[src/rtl/vec_proc_pkg.sv]
// Shared constants and types for the vector processor instruction issuer.
package vec_proc_pkg;

    localparam int unsigned INSTR_W = 13;
    localparam int unsigned ADDR_W  = 9;
    localparam int unsigned REG_W   = 2;
    localparam int unsigned ENTRY_W = INSTR_W + 1;

    localparam logic [1:0] OP_LOAD  = 2'b00;
    localparam logic [1:0] OP_STORE = 2'b01;
    localparam logic [1:0] OP_ADD   = 2'b10;
    localparam logic [1:0] OP_MUL   = 2'b11;

    typedef enum logic [1:0] {
        IDLE,
        HOLD,
        RSTP
    } issuer_state_e;

endpackage

[src/rtl/vec_instr_fifo.sv]
// Synchronous program FIFO for the issuer; pointers carry an extra wrap bit to tell full from empty.
module vec_instr_fifo
    import vec_proc_pkg::*;
#(
    parameter int unsigned DEPTH = 16
) (
    input  logic                       clk,
    input  logic                       rst,
    input  logic                       push,
    input  logic [ENTRY_W-1:0]         wdata,
    input  logic                       pop,
    output logic [ENTRY_W-1:0]         rdata,
    output logic                       full,
    output logic                       empty,
    output logic [$clog2(DEPTH):0]     count
);

    localparam int unsigned PTR_W = $clog2(DEPTH);

    logic [ENTRY_W-1:0] mem_q [DEPTH];
    logic [PTR_W:0]     wr_ptr_q, wr_ptr_d;
    logic [PTR_W:0]     rd_ptr_q, rd_ptr_d;
    logic               push_ok, pop_ok;

    assign count   = wr_ptr_q - rd_ptr_q;
    assign full    = (count == (PTR_W + 1)'(DEPTH));
    assign empty   = (wr_ptr_q == rd_ptr_q);
    assign rdata   = mem_q[rd_ptr_q[PTR_W-1:0]];
    assign push_ok = push && !full;
    assign pop_ok  = pop && !empty;

    always_comb begin
        wr_ptr_d = wr_ptr_q;
        rd_ptr_d = rd_ptr_q;
        if (push_ok) wr_ptr_d = wr_ptr_q + 1'b1;
        if (pop_ok)  rd_ptr_d = rd_ptr_q + 1'b1;
    end

    always_ff @(posedge clk or negedge rst) begin
        if (!rst) begin
            wr_ptr_q <= '0;
            rd_ptr_q <= '0;
        end else begin
            wr_ptr_q <= wr_ptr_d;
            rd_ptr_q <= rd_ptr_d;
        end
    end

    always_ff @(posedge clk) begin
        if (push_ok) mem_q[wr_ptr_q[PTR_W-1:0]] <= wdata;
    end

endmodule

[src/rtl/vec_instr_issuer.sv]
// Queues host instructions/reset commands and drives each onto the processor for its hold time.
// Optional per-type pop counters are enabled with VEC_ISSUER_STATS_EN.
module vec_instr_issuer
    import vec_proc_pkg::*;
#(
    parameter int unsigned DEPTH        = 16,
    parameter int unsigned LOAD_CYCLES  = 10,
    parameter int unsigned STORE_CYCLES = 10,
    parameter int unsigned ADD_CYCLES   = 10,
    parameter int unsigned MUL_CYCLES   = 10,
    parameter int unsigned RST_CYCLES   = 1
) (
    input  logic                       clk,
    input  logic                       rst,
    input  logic                       wr_valid,
    output logic                       wr_ready,
    input  logic [ENTRY_W-1:0]         wr_data,
    input  logic                       run_en,
    output logic [INSTR_W-1:0]         proc_instr,
    output logic                       proc_rst,
    output logic                       busy,
    output logic                       done,
    output logic [$clog2(DEPTH):0]     fifo_count
`ifdef VEC_ISSUER_STATS_EN
    ,
    output logic [15:0]                stat_load,
    output logic [15:0]                stat_store,
    output logic [15:0]                stat_add,
    output logic [15:0]                stat_mul,
    output logic [15:0]                stat_rst
`endif
);

    function automatic int unsigned max2(input int unsigned a, input int unsigned b);
        return (a > b) ? a : b;
    endfunction

    localparam int unsigned MAX_CYC = max2(max2(max2(LOAD_CYCLES, STORE_CYCLES),
                                                max2(ADD_CYCLES, MUL_CYCLES)), RST_CYCLES);
    localparam int unsigned CNT_W   = $clog2(MAX_CYC + 1);

    if (LOAD_CYCLES < 1 || STORE_CYCLES < 1 || ADD_CYCLES < 1 || MUL_CYCLES < 1 ||
        RST_CYCLES < 1) begin : gen_bad_cycles
        $error("vec_instr_issuer: every *_CYCLES parameter must be at least 1");
    end

    function automatic logic [CNT_W-1:0] hold_last(input logic [1:0] op);
        logic [CNT_W-1:0] n;
        n = CNT_W'(LOAD_CYCLES - 1);
        unique case (op)
            OP_LOAD:  n = CNT_W'(LOAD_CYCLES - 1);
            OP_STORE: n = CNT_W'(STORE_CYCLES - 1);
            OP_ADD:   n = CNT_W'(ADD_CYCLES - 1);
            OP_MUL:   n = CNT_W'(MUL_CYCLES - 1);
        endcase
        return n;
    endfunction

    issuer_state_e        state_q, state_d;
    logic [CNT_W-1:0]     cnt_q, cnt_d;
    logic [INSTR_W-1:0]   instr_q, instr_d;
    logic                 done_q, done_d;
    logic                 pop;
    logic                 entry_done;
    logic                 fifo_full, fifo_empty;
    logic [ENTRY_W-1:0]   fifo_rdata;
    logic [1:0]           op;

    vec_instr_fifo #(
        .DEPTH (DEPTH)
    ) u_fifo (
        .clk   (clk),
        .rst   (rst),
        .push  (wr_valid),
        .wdata (wr_data),
        .pop   (pop),
        .rdata (fifo_rdata),
        .full  (fifo_full),
        .empty (fifo_empty),
        .count (fifo_count)
    );

    assign wr_ready   = !fifo_full;
    assign op         = fifo_rdata[INSTR_W-1 -: 2];
    assign entry_done = (state_q != IDLE) && (cnt_q == '0);

    always_ff @(posedge clk or negedge rst) begin
        if (!rst) begin
            state_q <= IDLE;
            cnt_q   <= '0;
            instr_q <= '0;
            done_q  <= 1'b0;
        end else begin
            state_q <= state_d;
            cnt_q   <= cnt_d;
            instr_q <= instr_d;
            done_q  <= done_d;
        end
    end

    // A finishing entry hands over to the next one on the same edge, so no gap cycle appears.
    always_comb begin
        state_d = state_q;
        cnt_d   = cnt_q;
        instr_d = instr_q;
        pop     = 1'b0;
        done_d  = entry_done && fifo_empty;
        if (state_q != IDLE && cnt_q != '0) cnt_d = cnt_q - 1'b1;
        if (state_q == IDLE || entry_done) begin
            if (run_en && !fifo_empty) begin
                pop = 1'b1;
                if (fifo_rdata[ENTRY_W-1]) begin
                    state_d = RSTP;
                    cnt_d   = CNT_W'(RST_CYCLES - 1);
                end else begin
                    state_d = HOLD;
                    cnt_d   = hold_last(op);
                    // ALU ops carry no operands; keep the reg/addr lanes quiet.
                    instr_d = op[1] ? {op, {(INSTR_W - 2){1'b0}}} : fifo_rdata[INSTR_W-1:0];
                end
            end else begin
                state_d = IDLE;
            end
        end
    end

    always_comb begin
        busy       = (state_q != IDLE);
        proc_rst   = (state_q == RSTP);
        proc_instr = instr_q;
        done       = done_q;
    end

`ifdef VEC_ISSUER_STATS_EN
    logic [15:0] stat_q [5];
    logic [15:0] stat_d [5];
    logic [2:0]  stat_idx;

    assign stat_idx = fifo_rdata[ENTRY_W-1] ? 3'd4 : {1'b0, op};

    always_comb begin
        stat_d = stat_q;
        if (pop && stat_q[stat_idx] != 16'hFFFF) stat_d[stat_idx] = stat_q[stat_idx] + 16'd1;
    end

    always_ff @(posedge clk or negedge rst) begin
        if (!rst) begin
            for (int i = 0; i < 5; i++) stat_q[i] <= '0;
        end else begin
            stat_q <= stat_d;
        end
    end

    assign stat_load  = stat_q[0];
    assign stat_store = stat_q[1];
    assign stat_add   = stat_q[2];
    assign stat_mul   = stat_q[3];
    assign stat_rst   = stat_q[4];
`endif

endmodule

[config.mk]
export PLATFORM = sky130hd
export DESIGN_NAME = vec_instr_issuer
export DESIGN_NICKNAME = d
export VERILOG_FILES = /design/src/rtl/vec_proc_pkg.sv /design/src/rtl/vec_instr_fifo.sv /design/src/rtl/vec_instr_issuer.sv
export SDC_FILE = /design/constraint.sdc
export NUM_CORES = 1
export LEC_CHECK = 0
export CAP_MARGIN = 15
export CORE_UTILIZATION = 55
export CTS_CLUSTER_SIZE = 25
export DETAILED_ROUTE_END_ITERATION = 16
export PLACE_DENSITY_LB_ADDON = 0.05
export SLEW_MARGIN = 10
export SYNTH_ARGS = -nofsm -noshare
export SYNTH_HDL_FRONTEND = slang
export SYNTH_SLANG_ARGS = --single-unit
[constraint.sdc]
create_clock -name clk -period 4.8 [get_ports clk]
set_input_delay 0.96 -clock clk [delete_from_list [all_inputs] [get_ports clk]]
set_output_delay 0.96 -clock clk [all_outputs]
set_load 0.01 [all_outputs]
==> qor.txt, run 1 <==
Postcts setup bufs - 0
Core area - 18,000 sq um
First-pass GRT wire length - 32.1 mm
Hold Crit Class - reg2reg
Fmax - 0.226 GHz
PostCTS Resize Cnt - 0
Global Route Usage Sum - 23.9%
Setup tns final - 0 ns
Status - finished clean
Met3 routed WL - 1.21 mm
Initial Util - 56.4%
Routed Antenna Nets - 0
Die width - 138 microns
Layout Skew - 0.0120 ns
Sequential area share after synthesis - 73.5%
Syn Area/Cell - 18.0 sq um
Post-synthesis instance area - 10,200 sq um
Crit path required time - 3.84 ns
Ant. Diodes - 0
Clock sink count - 254
Final period utilization - 92.1%
RSZ-0062 raised after global routing - false
I/O Pins - 40
Drt via density - 6.11
Slew Viols, Final - 0
Final hold viol count - 0
Iteration-0 DRC Markers - 348
CTS tree - yes
Post-synth ARST share - 11.8%
#FFs+latches synth - 254
WP data arrival - 3.46 ns
Layout net count - 655
Number of global-route vias before repair - 5,232
Max-Cap Viols - 0
Mapped Nets - 593
Post-DP HPWL - 12.5 mm
Hold Buf Count CTS - 0
Post-layout minimum cycle time - 4.42 ns
Ranking of synthesized cells by area - edfxtp_1 66%, dfrtp_1 7.4%, mux4_2 6.6%
WL/cell - 24.8 microns
Worst-Skew Late Latency - 0.53 ns
First drt pass iteration count - 5
Routed length on met1 - 9.68 mm
Synth-to-Final Area Change - 14.9%
Gate Count Post-Synth - 564
Met2 WL - 10.3 mm
Area leader, netlist - edfxtp_1
Final Core Density - 64.8%
Synth top area share - 66.1%
Clock Path Buffers - 3
Pleak - 4.03 nW
Clock transition at path regs - 0.06 ns
Worst setup EP type - output port
Setup crit start kind - flip-flop
# setup viols final - 0
Pwr Density - 621 nW/um^2
Most used DFF post-synth - edfxtp_1
Initial antenna violation count - 0
CTS Buf Count - 26
Slew Limit Headroom - 40.1%
Die Span Y - 138 microns
Power, Total - 7.26 mW
# port buffers - 39
Top cells by count, synth - 224 x edfxtp_1, 39 x mux2i_1, 39 x o21ai_0
Slew @ Worst Pin - 0.897 ns
Crit path kind - reg2out
Crit Path Max Fanout - 14
Via count - 5,343
Number of synthesized flops with an enable pin - 224
Final WS setup - 0.381 ns
CTS root buf - clkbuf_16
Most common cell in the netlist - edfxtp_1
Non-filler instance count after layout - 875
RePlAce Congestion - 0.818
Remaining DRCs - 0
Max Used Layer - met4
Grt ovf - 0
Dpl ws - 1.01 ns
Share of layout cells above drive strength 1 - 18.9%
Largest net degree at the start of global routing - 49
Row cnt - 49
Yosys Warn Count - 0
# H-tree levels - 1
Post-Place Cells - 827
VDD IR max - 0.856 mV
Distinct cells, synth - 45
Routed WL - 21.7 mm
Die Area - 19,000 sq um
## routing by layer
| layer | GRT usage, % | vias up |
|---|---|---|
| met5 | 0 | - |
| met4 | 7.00 | 0 |
| met3 | 3.91 | 34 |
| met2 | 37.6 | 154 |
| met1 | 34.7 | 2799 |
| li1 | - | 2356 |
## area by class of cell
cell class | count | area [sq um]
Multi-Input combinational cell | 266 | 2470
Sequential cell | 254 | 7480
Timing Repair Buffer | 64 | 578
Clock buffer | 32 | 694
Clock inverter | 16 | 118
Tap cell | 229 | 287
Inverter | 14 | 52.6
Fill cell | 1294 | 6340
## critical path, cell delays in order, from the launching register on
cell and delay, ns:
dfrtp_1 0.37, inv_1 0.50, ha_1 0.35, nor2b_1 0.13
o21ai_0 0.22, a21boi_0 0.16, o211ai_1 0.55, clkdlybuf4s50_1 0.65
## cell usage in the layout (no fill, tap or decap), types with 2 or more instances in the layout
master,instances
nand2b_1,4
o21ai_0,39
nor2b_1,4
a211oi_1,2
a31oi_1,12
mux2_1,3
nor2_1,17
clkbuf_1,5
o211ai_1,2
nor3_2,4
clkinv_1,10
a21oi_2,2
a21oi_1,12
mux4_2,30
buf_4,25
mux2i_1,39
bufinv_16,2
nand2_1,13
o21ai_1,3
clkbuf_16,27
a221oi_1,12
dfrtp_1,28
ha_1,10
edfxtp_1,224
nor3_1,2
clkdlybuf4s50_1,39
inv_1,14
xor2_1,2
clkinv_2,4
xnor2_1,10
nand4_1,3
nand3_1,5
mux2_2,23
## cells by family after synthesis
| family | synth area share [%] |
|---|---|
| DFF | 73.5 |
| xor gates and xnor gates | 1.03 |
| adders and majority gates | 1.43 |
| AOI/OAI and AO/OA | 5.20 |
| muxes | 13.6 |
| and+or+nand+nor | 2.79 |
| buffers and inverters | 2.40 |
## power breakdown
part           switching, mW  total (mW)  internal [mW]
Clock                  0.790        1.92           1.13
Combinational           1.38        2.45           1.07
Sequential             0.152        2.89           2.74
## registers in the layout (all words and copies together), names as in the netlist
signal	count
u_fifo.rd_ptr_q	5
state_q	2
done	1
proc_instr	13
u_fifo.mem_q	224
cnt_q	4
u_fifo.wr_ptr_q	5
## per-stage QoR
stage / hold WS (ns) / instance area, sq um
2_1_floorplan: 0.464 / 10200
3_3_place_gp: 0.475 / 10900
3_5_place_dp: 0.485 / 10900
4_1_cts: 0.495 / 11700
5_1_grt: 0.513 / 11700
6_report: 0.490 / 11700
## path summary, 6_finish.rpt
check | from | endpoint | slack [ns] | cells after the start
worst max-delay path | u_fifo.rd_ptr_q[1]$_DFFE_PN0P_ | wr_ready | 0.38 | 7
worst max register to register | u_fifo.rd_ptr_q[1]$_DFFE_PN0P_ | u_fifo.mem_q[1][11]$_DFFE_PP_ | 1.06 | 9
worst min-delay path | u_fifo.wr_ptr_q[4]$_DFFE_PN0P_ | u_fifo.wr_ptr_q[4]$_DFFE_PN0P_ | 0.49 | 1
worst min register to register | u_fifo.wr_ptr_q[4]$_DFFE_PN0P_ | u_fifo.wr_ptr_q[4]$_DFFE_PN0P_ | 0.49 | 1
min in group asynchronous | rst | u_fifo.rd_ptr_q[1]$_DFFE_PN0P_ | 0.84 | 2
max in group asynchronous | rst | u_fifo.rd_ptr_q[0]$_DFFE_PN0P_ | 3.61 | 2
Note: power is estimated with default switching activity, not from simulation.
==> inputs of run 2 (changes only) <==
--- a/config.mk
+++ b/config.mk
@@ -7,7 +7,6 @@
 export LEC_CHECK = 0
 export CAP_MARGIN = 15
 export CORE_UTILIZATION = 55
-export CTS_CLUSTER_SIZE = 25
 export DETAILED_ROUTE_END_ITERATION = 16
 export PLACE_DENSITY_LB_ADDON = 0.05
 export SLEW_MARGIN = 10
==> results of run 2 <==
No change in the layout: final DEF, timing and power equal those of run 1.
